--- config.mk ---
export PLATFORM = sky130hd
export DESIGN_NAME = fc_backward
export DESIGN_NICKNAME = d
export VERILOG_FILES = /design/src/rtl/fc_backward.sv
export SDC_FILE = /design/constraint.sdc
export NUM_CORES = 1
export LEC_CHECK = 0
export ABC_AREA = 1
export ABC_CLOCK_PERIOD_IN_PS = 12700
export BUFFER_PORTS_ARGS = -buffer_cell sky130_fd_sc_hd__buf_4
export CAP_MARGIN = 30
export CORE_AREA = 2 2 203 205
export DETAILED_ROUTE_END_ITERATION = 10
export DIE_AREA = 0 0 205 207
export HOLD_SLACK_MARGIN = 0.06
export PLACE_DENSITY = 0.8
export SLEW_MARGIN = 20
export SYNTH_ARGS = -nofsm -noshare
export SYNTH_HDL_FRONTEND = slang
export SYNTH_SLANG_ARGS = --single-unit
export TNS_END_PERCENT = 20
--- constraint.sdc ---
create_clock -name clk -period 12.7 [get_ports clk]
set_clock_uncertainty 0.1 [all_clocks]
set_input_delay 2.54 -clock clk [delete_from_list [all_inputs] [get_ports clk]]
set_output_delay 2.54 -clock clk [all_outputs]
set_load 0.05 [all_outputs]
--- src/rtl/fc_backward.sv ---
// Transposed fully connected layer: grad_out[j] = sum_i weight[i][j] * grad_in[i],
// computed one signed product per cycle through a single time-multiplexed MAC.
module fc_backward #(
  parameter int BITWIDTH    = 8,
  parameter int INPUT_SIZE  = 7,
  parameter int OUTPUT_SIZE = 5
) (
  input  logic                                      clk,
  input  logic                                      rst,
  input  logic                                      start,
  input  logic [BITWIDTH*OUTPUT_SIZE-1:0]            grad_in,
  input  logic [BITWIDTH*INPUT_SIZE*OUTPUT_SIZE-1:0] weight,
  output logic                                      busy,
  output logic                                      done,
  output logic [2*BITWIDTH*INPUT_SIZE-1:0]           grad_out
);

  localparam int OW    = 2 * BITWIDTH;
  localparam int ACC_W = OW + $clog2(OUTPUT_SIZE);
  localparam int IW    = (OUTPUT_SIZE > 1) ? $clog2(OUTPUT_SIZE) : 1;
  localparam int JW    = (INPUT_SIZE > 1) ? $clog2(INPUT_SIZE) : 1;
  localparam logic [IW-1:0] I_LAST = IW'(OUTPUT_SIZE - 1);
  localparam logic [JW-1:0] J_LAST = JW'(INPUT_SIZE - 1);
  localparam logic signed [ACC_W-1:0] SAT_MAX = {{(ACC_W-OW+1){1'b0}}, {(OW-1){1'b1}}};
  localparam logic signed [ACC_W-1:0] SAT_MIN = {{(ACC_W-OW+1){1'b1}}, {(OW-1){1'b0}}};

  typedef enum logic [1:0] {IDLE, MAC, DONE} state_t;

  state_t state, state_nxt;
  logic   done_p1;
  logic   accept, last_i, last_j;

  logic [BITWIDTH*OUTPUT_SIZE-1:0]            g_r;
  logic [BITWIDTH*INPUT_SIZE*OUTPUT_SIZE-1:0] w_r;
  logic [IW-1:0]                              i;
  logic [JW-1:0]                              j;
  logic signed [ACC_W-1:0]                    acc, sum;
  logic signed [OW-1:0]                       prod;
  logic signed [BITWIDTH-1:0]                 w_sel, g_sel;

  function automatic logic signed [OW-1:0] sat(input logic signed [ACC_W-1:0] v);
    if (v > SAT_MAX)
      return {1'b0, {(OW-1){1'b1}}};
    else if (v < SAT_MIN)
      return {1'b1, {(OW-1){1'b0}}};
    else
      return v[OW-1:0];
  endfunction

  // done is registered one cycle past the DONE state; busy spans that cycle too,
  // so a start is not accepted until the done pulse has been seen.
  always_comb begin
    accept    = (state == IDLE) && !done_p1 && start;
    last_i    = (i == I_LAST);
    last_j    = (j == J_LAST);
    state_nxt = state;
    case (state)
      IDLE:    if (accept) state_nxt = MAC;
      MAC:     if (last_i && last_j) state_nxt = DONE;
      DONE:    state_nxt = IDLE;
      default: state_nxt = IDLE;
    endcase
  end

  always_ff @(posedge clk) begin
    if (rst) begin
      state   <= IDLE;
      done_p1 <= 1'b0;
    end else begin
      state   <= state_nxt;
      done_p1 <= (state == DONE);
    end
  end

  assign busy = (state != IDLE) || done_p1;
  assign done = done_p1;

  always_ff @(posedge clk) begin
    if (accept) begin
      g_r <= grad_in;
      w_r <= weight;
    end
  end

  // Operand select and MAC for the current (i, j)
  always_comb begin
    w_sel = w_r[(int'(i) * INPUT_SIZE + int'(j)) * BITWIDTH +: BITWIDTH];
    g_sel = g_r[int'(i) * BITWIDTH +: BITWIDTH];
    prod  = OW'(w_sel) * OW'(g_sel);
    sum   = acc + ACC_W'(prod);
  end

  always_ff @(posedge clk) begin
    if (rst) begin
      i        <= '0;
      j        <= '0;
      acc      <= '0;
      grad_out <= '0;
    end else if (accept) begin
      i   <= '0;
      j   <= '0;
      acc <= '0;
    end else if (state == MAC) begin
      if (!last_i) begin
        acc <= sum;
        i   <= i + 1'b1;
      end else begin
        grad_out[int'(j) * OW +: OW] <= sat(sum);
        acc <= '0;
        i   <= '0;
        if (!last_j) j <= j + 1'b1;
      end
    end
  end

endmodule
==> results.md <==
- Status: finished, final reports clean
- Ys flop type: edfxtp_1
- Clk Latency, worst-skew pair: 0.59 ns
- CTS max path bufs: 3
- Hold crit path type: reg2reg
- Layout cells sized above 1: 0.230
- Final HPWL DP: 48,400 µm
- Final hold vios: 0
- Worst-path clk slew: 0.06 ns
- Max cap viols: 0
- CP Class: reg2reg
- Slew Viols, Final: 0
- Cell Rows: 74
- Syn_nets: 2,637
- CTS buffer count: 47
- Vias in the first global route: 18,100
- Initial core utilization: 0.552
- RSZ-0062 raised after global routing: false
- Synthesized area: 0.0223 mm²
- 1st-iter DRT viols: 1,717
- Avg Cell Area, Syn: 10.3 µm²
- Drt drc: 0
- Final Net Count: 3,042
- Required time worst endpoint: 13.11 ns
- Worst-path fanout max: 27
- Die span in x: 205 µm
- Yosys cell types: 52
- Port bufs: 436
- EDFF count, synth: 320
- Critical path capture point type: register
- Tcrit/Tclk final: 0.849
- DR pass1 iterations: 5
- Initial antenna violation count: 13
- Synth cell count leaders: nand2_1, edfxtp_1, a21oi_1, inv_1, nor2_1
- Worst hold path depth: 1
- WL/cell: 20.9 µm
- CTS tree: done
- Post_cts resized: 0
- Ys async rst share: 0
- Minimum clock period: 10.79 ns
- RD Place Congestion: 0.911
- Largest net degree at the start of global routing: 143
- Max incr delay on CP: 0.93 ns
- Element type at the critical path start: register
- Area fraction of the dominant cell type after synthesis: 0.432
- Register area share after synthesis: 0.557
- Max Fclk: 92.7 MHz
- Post-cts hold buffer count: 0
- Antenna-violating nets left: 0
- Max_slew headroom: 0.336
- All-Layer GR Usage: 0.312
- IO Pins: 437
- Syn Inst Count: 2,165
- CTS root buf: clkbuf_16
- Vias/cell: 5.64
- GR Overflow Total: 0
- Count leader, synth: nand2_1
- Die Height: 207 µm
- First-pass GRT wire length: 101,000 µm
- Routed wire length: 65,900 µm
- Yosys warning total: 0
- Layout area overhead: 23.4%
- H-tree depth: 2
- Die Area: 0.0424 mm²
- Core Area: 0.0404 mm²
- Reg2reg path depth: 36
- Slew @ Worst Pin: 0.996 ns
- Vias: 17,800
- Hold_ws: 0.364 ns
- CP max-delay cell: fa_1
- CP arrival: 11.20 ns
- Setup-failing EPs final: 0
- Ranking of synthesized cells by area: edfxtp_1, dfxtp_1, fa_1
- Setup_tns: 0 ns
- Clk sinks: 460
- Setup Buffers After CTS: 0
- Yosys reg bits: 460
- Area leader, netlist: edfxtp_1
-- kinds of logic (layout without fill, tap and decap cells) --
kind of cell             after synthesis  after routing  share of synthesized area
adder cells (fa/ha/maj)              149            149                      0.114
buffers and inverters                321            761                     0.0593
other                                  0             13                          0
flip-flops                           460            460                      0.557
XOR/XNOR                              17             17                    0.00702
AND/OR/NAND/NOR                      779            779                      0.151
AO/OA/AOI/OAI                        439            439                      0.111
-- placed cells by master, fill, tap and decap left out, types with 47 or more instances in the layout --
cell | synthesis | final
nand2_1 | 465 | 465
buf_4 | 6 | 456
edfxtp_1 | 320 | 320
a21oi_1 | 225 | 225
inv_1 | 202 | 201
nor2_1 | 157 | 156
dfxtp_1 | 140 | 140
o21ai_0 | 118 | 118
fa_1 | 89 | 89
nand3_1 | 77 | 77
ha_1 | 60 | 58
clkbuf_16 | 0 | 47
-- critical path, delay by kind of cell (launching register included) --
kind                       cells  cell delay [ns]
AOI/OAI and AO/OA              2             0.37
and+or+nand+nor               16             3.08
DFF                            1             0.61
adders and majority gates     10             4.82
buffers and inverters          8             1.69
-- path summary, 6_finish.rpt --
| check | startpoint | end | slack (ns) |
|---|---|---|---|
| min reg2reg | state[0]$_SDFFE_PP0P_ | done$_SDFF_PP0_ | 0.36 |
| max | i[1]$_SDFFE_PP0P_ | grad_out[86]$_SDFFE_PP0P_ | 1.91 |
| min | state[0]$_SDFFE_PP0P_ | done$_SDFF_PP0_ | 0.36 |
| max reg2reg | i[1]$_SDFFE_PP0P_ | grad_out[86]$_SDFFE_PP0P_ | 1.91 |
-- stage by stage --
step	std cells	setup slack, ns	util	cell area (µm²)
2_1_floorplan	2165	3.09	-	22300
3_3_place_gp	3048	2.26	0.642	25900
3_5_place_dp	3049	2.05	0.642	25900
4_1_cts	3133	2.00	0.678	27400
5_1_grt	3150	1.15	0.681	27500
6_report	3150	1.91	0.681	27500
-- state kept, by name, summed over array words and instances, names as in the netlist --
signal,cells
i,3
g_r,40
state,2
j,3
acc,19
done,1
grad_out,112
w_r,280
-- routing by layer --
metal | GRT usage | up-vias | routed length [µm]
met1 | 0.379 | 8492 | 23700
met5 | 0 | - | 0
met2 | 0.522 | 912 | 33000
met3 | 0.0614 | 192 | 5540
li1 | - | 8158 | -
met4 | 0.175 | 0 | 3670
-- final cells by class --
type                       instances  area (µm²)
multi-input combinational       1384        8580
sequential                       460       12400
antenna                           13        32.5
inverter                         217         828
fill                            3025       12900
clock inverter                    27         199
tap                              532         666
timing repair buffer             460        3520
clock buffer                      57        1230
Power is left out: the tool's default activity adds up to more than one toggle a clock period on the data nets, which glitch-free logic cannot reach.
